## config.mk

```make
export PLATFORM = sky130hd
export DESIGN_NAME = pixel_stream_tx
export DESIGN_NICKNAME = d
export VERILOG_FILES = /design/src/rtl/pixel_stream_tx_pkg.sv /design/src/rtl/skid_buf2.sv /design/src/rtl/pixel_stream_tx.sv
export SDC_FILE = /design/constraint.sdc
export NUM_CORES = 1
export LEC_CHECK = 0
export ABC_AREA = 1
export CELL_PAD_IN_SITES_DETAIL_PLACEMENT = 0
export CELL_PAD_IN_SITES_GLOBAL_PLACEMENT = 1
export CORE_AREA = 10 10 88 90
export DETAILED_ROUTE_END_ITERATION = 12
export DIE_AREA = 0 0 98 100
export GPL_TIMING_DRIVEN = 0
export PLACE_DENSITY_LB_ADDON = 0.25
export SYNTH_ARGS = -nofsm -noshare
export SYNTH_HDL_FRONTEND = slang
export SYNTH_HIERARCHICAL = 1
export SYNTH_SLANG_ARGS = --single-unit
export TNS_END_PERCENT = 5
```

## constraint.sdc

```tcl
create_clock -name clk -period 3.44 [get_ports clk]
set_clock_uncertainty 0.15 [all_clocks]
set_input_delay 0.86 -clock clk [delete_from_list [all_inputs] [get_ports clk]]
set_output_delay 0.86 -clock clk [all_outputs]
set_load 0.02 [all_outputs]
```

## src/rtl/pixel_stream_tx_pkg.sv

```systemverilog
// rtl/pixel_stream_tx_pkg.sv - shared constants and FSM encoding for the pixel stream transmitter
//
// Contents:
//   PIX_W   - pixel width in bits
//   state_t - transmitter FSM state encoding
package pixel_stream_tx_pkg;

    localparam int PIX_W = 8;

    typedef enum logic [1:0] {
        ST_IDLE   = 2'd0,
        ST_STREAM = 2'd1,
        ST_FLUSH  = 2'd2
    } state_t;

endpackage

```

## src/rtl/skid_buf2.sv

```systemverilog
// rtl/skid_buf2.sv - two-entry valid/ready buffer (output register plus skid register)
//
// Ports:
//   clk, rst            - clock, asynchronous active-high reset
//   in_valid, in_data   - write side; the producer never writes while full unless popping
//   out_valid, out_data - head entry, held stable until popped
//   out_ready           - consumer accepts the head entry this cycle
//   level               - number of occupied entries (0..2)
module skid_buf2 #(
    parameter int W = 10
) (
    input  logic         clk,
    input  logic         rst,
    input  logic         in_valid,
    input  logic [W-1:0] in_data,
    output logic         out_valid,
    output logic [W-1:0] out_data,
    input  logic         out_ready,
    output logic [1:0]   level
);

    logic [W-1:0] out_reg;
    logic [W-1:0] skid_reg;
    logic [1:0]   cnt;
    logic         pop;

    assign pop       = (cnt != 2'd0) && out_ready;
    assign out_valid = (cnt != 2'd0);
    assign out_data  = out_reg;
    assign level     = cnt;

    // The head always lives in out_reg so the consumer sees a registered value;
    // skid_reg only holds the second entry while the head is stalled.
    always_ff @(posedge clk or posedge rst) begin
        if (rst) begin
            cnt      <= 2'd0;
            out_reg  <= '0;
            skid_reg <= '0;
        end else begin
            case (cnt)
                2'd0: begin
                    if (in_valid) begin
                        out_reg <= in_data;
                        cnt     <= 2'd1;
                    end
                end
                2'd1: begin
                    if (in_valid && pop) begin
                        out_reg <= in_data;
                    end else if (in_valid) begin
                        skid_reg <= in_data;
                        cnt      <= 2'd2;
                    end else if (pop) begin
                        cnt <= 2'd0;
                    end
                end
                default: begin
                    if (pop) begin
                        out_reg <= skid_reg;
                        if (in_valid) begin
                            skid_reg <= in_data;
                        end else begin
                            cnt <= 2'd1;
                        end
                    end
                end
            endcase
        end
    end

endmodule

```

## src/rtl/pixel_stream_tx.sv

```systemverilog
// rtl/pixel_stream_tx.sv - streams one frame from frame memory to a valid/ready pixel sink
//
// Ports:
//   clk, rst           - clock, asynchronous active-high reset
//   start              - pulse that begins a frame (ignored unless idle)
//   busy               - frame in progress
//   frame_done         - one-cycle pulse after the eof pixel is accepted
//   mem_rd_en/mem_addr - frame-memory read strobe and raster address
//   mem_data           - read data, one cycle after mem_rd_en
//   data_valid/data_o  - pixel output, ready is the sink's accept
//   eol/eof            - last pixel of line / frame qualifiers
module pixel_stream_tx
    import pixel_stream_tx_pkg::*;
#(
    parameter int IMG_W  = 16,
    parameter int IMG_H  = 16,
    parameter int ADDR_W = 8
) (
    input  logic              clk,
    input  logic              rst,
    input  logic              start,
    output logic              busy,
    output logic              frame_done,
    output logic              mem_rd_en,
    output logic [ADDR_W-1:0] mem_addr,
    input  logic [PIX_W-1:0]  mem_data,
    output logic              data_valid,
    output logic [PIX_W-1:0]  data_o,
    input  logic              ready,
    output logic              eol,
    output logic              eof
);

    localparam int COL_W = (IMG_W > 1) ? $clog2(IMG_W) : 1;
    localparam int ROW_W = (IMG_H > 1) ? $clog2(IMG_H) : 1;

    state_t             state;
    state_t             state_nxt;
    logic [COL_W-1:0]   col;
    logic [ROW_W-1:0]   row;
    logic [ADDR_W-1:0]  addr;
    logic               rd_en;
    logic               rd_pend;
    logic               rd_eol;
    logic               rd_eof;
    logic               frame_done_q;
    logic               last_col;
    logic               last_px;
    logic               buf_valid;
    logic [PIX_W+1:0]   buf_data;
    logic [1:0]         buf_level;
    logic               pop;
    logic               room;

    assign last_col = (col == COL_W'(IMG_W - 1));
    assign last_px  = last_col && (row == ROW_W'(IMG_H - 1));
    assign pop      = buf_valid && ready;

    // Buffered entries plus the read in flight, minus what leaves this cycle,
    // must leave a slot free for one more read.
    assign room = ({1'b0, buf_level} + {2'b00, rd_pend}) <= (3'd1 + {2'b00, pop});

    always_ff @(posedge clk or posedge rst) begin
        if (rst) begin
            state <= ST_IDLE;
        end else begin
            state <= state_nxt;
        end
    end

    // The first read is issued in the start cycle itself so the first pixel
    // reaches data_o two cycles after start. A start landing on the
    // frame_done cycle is dropped.
    always_comb begin
        state_nxt = state;
        rd_en     = 1'b0;
        case (state)
            ST_IDLE: begin
                if (start && !frame_done_q) begin
                    rd_en     = 1'b1;
                    state_nxt = ST_STREAM;
                end
            end
            ST_STREAM: begin
                if (room) begin
                    rd_en = 1'b1;
                    if (last_px) begin
                        state_nxt = ST_FLUSH;
                    end
                end
            end
            ST_FLUSH: begin
                if (pop && buf_data[PIX_W+1]) begin
                    state_nxt = ST_IDLE;
                end
            end
            default: begin
                state_nxt = ST_IDLE;
            end
        endcase
    end

    // Counters wrap back to zero on the last read, so a new frame always
    // starts at address 0 without an explicit clear.
    always_ff @(posedge clk or posedge rst) begin
        if (rst) begin
            col          <= '0;
            row          <= '0;
            addr         <= '0;
            rd_pend      <= 1'b0;
            rd_eol       <= 1'b0;
            rd_eof       <= 1'b0;
            frame_done_q <= 1'b0;
        end else begin
            rd_pend      <= rd_en;
            frame_done_q <= (state == ST_FLUSH) && pop && buf_data[PIX_W+1];
            if (rd_en) begin
                rd_eol <= last_col;
                rd_eof <= last_px;
                if (last_col) begin
                    col <= '0;
                    row <= last_px ? '0 : row + ROW_W'(1);
                end else begin
                    col <= col + COL_W'(1);
                end
                addr <= last_px ? '0 : addr + ADDR_W'(1);
            end
        end
    end

    // Read data and its line/frame flags enter the buffer together one cycle
    // after the strobe; a read pending at reset is lost with rd_pend.
    skid_buf2 #(
        .W(PIX_W + 2)
    ) u_skid (
        .clk       (clk),
        .rst       (rst),
        .in_valid  (rd_pend),
        .in_data   ({rd_eof, rd_eol, mem_data}),
        .out_valid (buf_valid),
        .out_data  (buf_data),
        .out_ready (ready),
        .level     (buf_level)
    );

    assign mem_rd_en  = rd_en && !rst;
    assign mem_addr   = addr;
    assign busy       = (state != ST_IDLE);
    assign frame_done = frame_done_q;
    assign data_valid = buf_valid;
    assign data_o     = buf_data[PIX_W-1:0];
    assign eol        = buf_valid && buf_data[PIX_W];
    assign eof        = buf_valid && buf_data[PIX_W+1];

endmodule

```

==> results.py, run 1 <==
metrics = {
    "yosys": {
        "synthTopCellsByArea": "dfrtp_1 (47%), nand2_1 (21%), nand3_1 (7.2%)",
        "synth_fa_ha_area_share_pct": 4.03,
        "synth_top_area_share_pct": 46.6,
        "postSynthAreaPerCell_um2": 7.80,
        "synthMuxAreaShare_pct": 0,
        "seq_area_frac_synth_pct": 46.6,
        "syn_area_um2": 2360,
        "yosysUniqueCellTypes": 27,
        "synth_nets": 322,
        "yosysWarnings": 6,
        "syn_inst": 303,
        "synth-simple-area-share_pct": 38.3,
        "synth-xor-area-share_pct": 2.22,
        "synth_top_cell_by_area": "dfrtp_1",
        "synth_compound_area_share_pct": 1.59,
        "synth_top_family_by_area": "simple AND/OR/NAND/NOR gates",
        "ys_ff_latch": 44,
    },
    "drt": {
        "drc": 0,
        "vias": 1976,
        "wl_um": 5190,
        "route.antenna.remaining_nets": 0,
        "drt_first_pass_iters": 4,
        "vias_per_cell": 4.62,
        "first_iter_violations": 43,
        "wl_per_cell_um": 12.1,
    },
    "layout": {
        "final_util_pct": 48.4,
        "fin_nets": 370,
        "area_growth_syn_to_layout_pct": 25.7,
        "nFillCells": 620,
        "layout-drive-gt1-share_pct": 16.5,
        "diodes": 0,
    },
    "timing": {
        "final_hold_viol_count": 0,
        "fmax_ghz": 0.303,
        "relSlewSlack_pct": 43.0,
        "setup-violations-final": 0,
        "finalMaxSlewViolations": 0,
        "rsz0062_at_grt": "no",
        "tightest_slew_ps": 854,
        "finalCritPeriodShare_pct": 96.1,
        "layout_min_cycle_time_ps": 3310,
    },
    "setup_path": {
        "critPathMaxFanout": 6,
        "critPathArrivalTime_ps": 2300,
        "end_kind": "output port",
        "critPathRequiredTime_ps": 2430,
        "reg2reg_depth": 16,
        "worst_setup_path_endpoint": "mem_rd_en",
        "path_depth": 14,
        "slowest_delay_ps": 480,
        "worstReg2RegEnd": "mem_addr[2]",
        "crit_type": "in2out",
        "reg2reg_setup_slack_ps": 1010,
        "crit_family": "simple AND/OR/NAND/NOR gates",
        "path_cells": "buf_6 -> nand2_4 -> inv_2 -> fa_1 -> nor2_2 -> nand2_1 -> nand2_1 -> nand2_2 -> nand2_2 -> nand2_4 -> inv_4 -> buf_6 -> nor2_4 -> buf_6",
        "cp-start-kind": "input port",
        "startpoint": "ready",
        "cpMostUsedCell": "buf_6",
        "r2r-start": "u_skid/level[0]",
        "crit_slowest_cell": "fa_1",
        "crit_buf_inv": 5,
    },
    "clock_network": {
        "clock_path_buffers": 2,
        "cts_buffers": 5,
        "clkSlewWorstSetupHoldPaths_ps": 80,
        "cts_sinks": 44,
        "cts-root-buf": "clkbuf_8",
        "cts_tree": "yes",
        "holdBufCountCts": 0,
        "htree_levels": 2,
        "clk_latency_ps": 290,
    },
    "placed_design": {
        "portBuffers": 33,
        "place_hpwl_um": 3690,
        "gp_congestion": 0.780,
    },
    "flow_run": {
        "maxCapViolCount": 0,
    },
    "floorplanning": {
        "die_x_um": 98,
        "coreArea_um2": 6130,
        "dieArea_um2": 9800,
        "rows": 29,
        "die_y_um": 100,
        "num_io_pins": 34,
        "start_util_pct": 38.5,
    },
    "grt": {
        "grtUsageTotal_pct": 11.1,
        "grt_overflow": 0,
        "grt_max_degree": 23,
        "grt_pass1_wl_um": 9200,
        "antenna_found_initial": 0,
        "grt_pass1_vias": 2011,
    },
    "power_and_ir_drop": {
        "total_power_mw": 2.91,
        "powerDensity_nw_per_um2": 981,
        "p_leak_nw": 1.59,
        "vdd_drop_max_v": 0.000494,
    },
    "outcome": {
        "status": "completed",
    },
    "worst_hold_path": {
        "hold_class": "reg2reg",
    },
}
synthesized netlist by cell type (all sizes together):
library cell  instances
a21boi                1
a21oi                 1
buf                   9
dfrtp                44
fa                    1
ha                    6
inv                  25
nand2               148
nand3                38
nand3b                1
nand4                 3
nor2                 14
nor3                  1
o211ai                1
o21ai                 2
o21bai                1
or2                   1
xnor2                 1
xor2                  5
worst min-delay path by stage:
stage                     startpoint    endpoint  slack, ps  cells past startpoint
after global placement      state[0]  frame_done        280                      1
after global routing        state[0]  frame_done        310                      1
final                       state[0]  frame_done        290                      1
after detailed placement    state[0]  frame_done        280                      1
after CTS                   state[0]  frame_done        300                      1
after floorplan             state[0]  frame_done        260                      1
metal layers:
layer | up-vias | global-route usage [%] | wire (um)
met5 | - | 0 | 0
met4 | 0 | 4.03 | 76
met3 | 5 | 3.37 | 242
met2 | 25 | 19.0 | 2560
met1 | 912 | 12.7 | 2320
li1 | 1034 | - | -
cells by family (layout without fill, tap and decap cells):
kind of cell | count (synthesis) | in the layout
simple gates | 206 | 206
xor+xnor | 6 | 6
compound gates | 6 | 6
buf+inv | 34 | 82
flops | 44 | 44
fa+ha+maj | 7 | 7
power by group:
group          leakage [nW]  internal, mW  switching [mW]  total [mW]
sequential            0.564         0.706           0.132       0.838
clock                0.0400         0.138           0.179       0.317
combinational         0.990         0.777           0.981        1.76
total                  1.59          1.62            1.29        2.91
layout make-up:
| class | instances | area, um2 | share of cell area (%) |
|---|---|---|---|
| Sequential cell | 44 | 1100 | 37.2 |
| Multi-Input combinational cell | 225 | 1120 | 37.6 |
| Timing Repair Buffer | 41 | 393 | 13.2 |
| Clock buffer | 5 | 68.8 | 2.32 |
| Clock inverter | 2 | 12.5 | 0.421 |
| Inverter | 25 | 98.8 | 3.33 |
| Buffer | 9 | 80.1 | 2.70 |
| Tap cell | 77 | 96.3 | 3.24 |
timing repair:
action,in CTS,in global routing
cloned,0,0
setup buffers,3,5
pin swaps,1,6
resized for setup,15,10
setup endpoints to repair,1,1
cells in the final DEF, fill, tap and decap left out, types with 3 or more instances in the layout:
| master | instances |
|---|---|
| buf_4 | 11 |
| xor2_1 | 5 |
| clkbuf_8 | 5 |
| nand2_2 | 12 |
| buf_2 | 3 |
| nor2_1 | 9 |
| ha_1 | 6 |
| buf_6 | 4 |
| dfrtp_1 | 42 |
| nor2_2 | 3 |
| inv_2 | 3 |
| nand2_4 | 3 |
| nand3_2 | 4 |
| inv_1 | 20 |
| nand4_1 | 3 |
| nand3_1 | 34 |
| nand2_1 | 133 |
| clkdlybuf4s50_1 | 31 |
stage by stage:
step	setup slack (ps)	cells	instance area (um2)	hold slack [ps]	setup TNS (ps)
after global placement	-999	413	2790	282	-999
after floorplan	137	303	2360	260	0
final	134	428	2970	292	0
after CTS	20.4	423	2900	296	0
after global routing	10.4	428	2970	307	0
after detailed placement	-1020	413	2790	284	-1020
(Power assumes the default switching activity.)
==> run 2, diff against run 1 <==
- CTS_CLUSTER_SIZE: unset -> 25
- SETUP_SLACK_MARGIN: unset -> 0.4
==> results.py, run 2 (synthesis results as in run 1) <==
metrics = {
    "drt": {
        "first_iter_violations": 58,
        "drt_first_pass_iters": 4,
        "route.antenna.remaining_nets": 0,
        "wl_um": 5280,
        "wl_per_cell_um": 12.2,
        "vias_per_cell": 4.60,
        "vias": 1984,
        "drc": 0,
    },
    "timing": {
        "rsz0062_at_grt": "yes",
        "relSlewSlack_pct": 41.4,
        "fin_tns_setup_ps": 0,
        "layout_min_cycle_time_ps": 3260,
        "fmax_ghz": 0.307,
        "setup-violations-final": 0,
        "final_hold_viol_count": 0,
        "tightest_slew_ps": 879,
        "finalMaxSlewViolations": 0,
        "finalCritPeriodShare_pct": 94.7,
    },
    "clock_network": {
        "cts-root-buf": "clkbuf_8",
        "cts_buffers": 5,
        "clkSlewWorstSetupHoldPaths_ps": 80,
        "cts_sinks": 44,
        "clk_latency_ps": 290,
        "cts_tree": "yes",
        "holdBufCountCts": 0,
        "clock_path_buffers": 2,
        "htree_levels": 2,
    },
    "placed_design": {
        "portBuffers": 33,
        "gp_congestion": 0.797,
        "place_inst": 413,
        "place_area_um2": 2810,
        "place_hpwl_um": 3750,
    },
    "grt": {
        "grt_max_degree": 23,
        "antenna_found_initial": 0,
        "grt_overflow": 0,
        "grt_pass1_wl_um": 9030,
        "grtUsageTotal_pct": 11.0,
        "grt_pass1_vias": 1941,
    },
    "layout": {
        "instances_no_fill": 431,
        "area_growth_syn_to_layout_pct": 27.3,
        "nFillCells": 632,
        "fin_nets": 372,
        "diodes": 0,
        "regArea_um2": 1100,
        "final_cell_area_um2": 3010,
        "layout_common_cells": "nand2_1 (133), dfrtp_1 (42), nand3_1 (34)",
        "mostFrequentLayoutCell": "nand2_1",
        "layout-drive-gt1-share_pct": 17.5,
        "multi_input_area_um2": 1120,
    },
    "power_and_ir_drop": {
        "total_power_mw": 2.95,
        "p_leak_nw": 1.61,
        "powerDensity_nw_per_um2": 981,
        "vdd_drop_max_v": 0.000560,
    },
    "setup_path": {
        "critPathRequiredTime_ps": 2430,
        "crit_buf_inv": 5,
        "path_cells": "buf_8 -> nand2_4 -> inv_2 -> fa_1 -> nor2_2 -> nand2_1 -> nand2_1 -> nand2_2 -> nand2_2 -> nand2_4 -> inv_4 -> buf_8 -> nor2_4 -> buf_6",
        "slowest_delay_ps": 440,
        "critPathMaxFanout": 2,
        "reg2reg_depth": 16,
        "cp-start-kind": "input port",
        "critPathArrivalTime_ps": 2250,
        "crit_type": "in2out",
        "crit_slowest_cell": "fa_1",
        "crit_family": "simple AND/OR/NAND/NOR gates",
        "end_kind": "output port",
        "path_depth": 14,
    },
    "outcome": {
        "status": "completed",
    },
    "worst_hold_path": {
        "hold_class": "reg2reg",
        "hold_depth": 1,
    },
    "floorplanning": {
        "num_io_pins": 34,
        "die_x_um": 98,
        "rows": 29,
        "dieArea_um2": 9800,
        "coreArea_um2": 6130,
        "start_util_pct": 38.5,
        "die_y_um": 100,
    },
    "flow_run": {
        "maxCapViolCount": 0,
    },
}
## run 2: changes by cell type in the layout (fill, tap and decap cells not counted), sizes merged
cell	previous run	this run
clkbuf	5	7
clkinv	1	0
buf	19	21
## run 2: power breakdown
group	leakage, nW	internal (mW)	switching (mW)
clock network	0.0445	0.163	0.176
logic	0.999	0.784	0.986
registers	0.564	0.706	0.135
## run 2: through the flow
stage          hold WS [ps]  setup WS, ps  utilization [%]
2_1_floorplan           260           343                -
3_3_place_gp            287          -926             45.8
3_5_place_dp            288          -924             45.8
4_1_cts                 301           133             48.5
5_1_grt                 332          81.1             49.0
6_report                295           182             49.0
## run 2: area by class of cell
type	instances	area share, %
clock inverters	1	0.250
inverters	25	3.29
multi-input cells	225	37.2
clock buffers	7	2.87
well taps	77	3.20
flip-flops and latches	44	36.7
repair buffers	43	13.7
plain buffers	9	2.79
## run 2: repair_timing
| action | 4_1_cts | 5_1_grt |
|---|---|---|
| setup buffers | 7 | 3 |
| pin swaps | 7 | 2 |
| endpoints found under the hold margin | 0 | 0 |
| endpoints found under the setup margin | 1 | 1 |
| resized for setup | 19 | 3 |
## run 2: worst paths after layout
kind / start / end / slack (ps)
hold / removal: state[0] / frame_done / 290
hold reg to reg: state[0] / frame_done / 290
max in group asynchronous: rst / u_skid/level[1] / 1500
min in group asynchronous: rst / mem_addr[7] / 1030
setup / recovery: ready / mem_rd_en / 180
setup reg to reg: u_skid/level[0] / mem_addr[1] / 1080
## run 2: per-layer routing
metal  vias up  wire length [um]  GRT usage (%)
li1       1043                 -              -
met4         0                58           3.80
met1       908              2410           13.0
met2        26              2560           18.3
met3         7               257           3.43
met5         -                 0              0
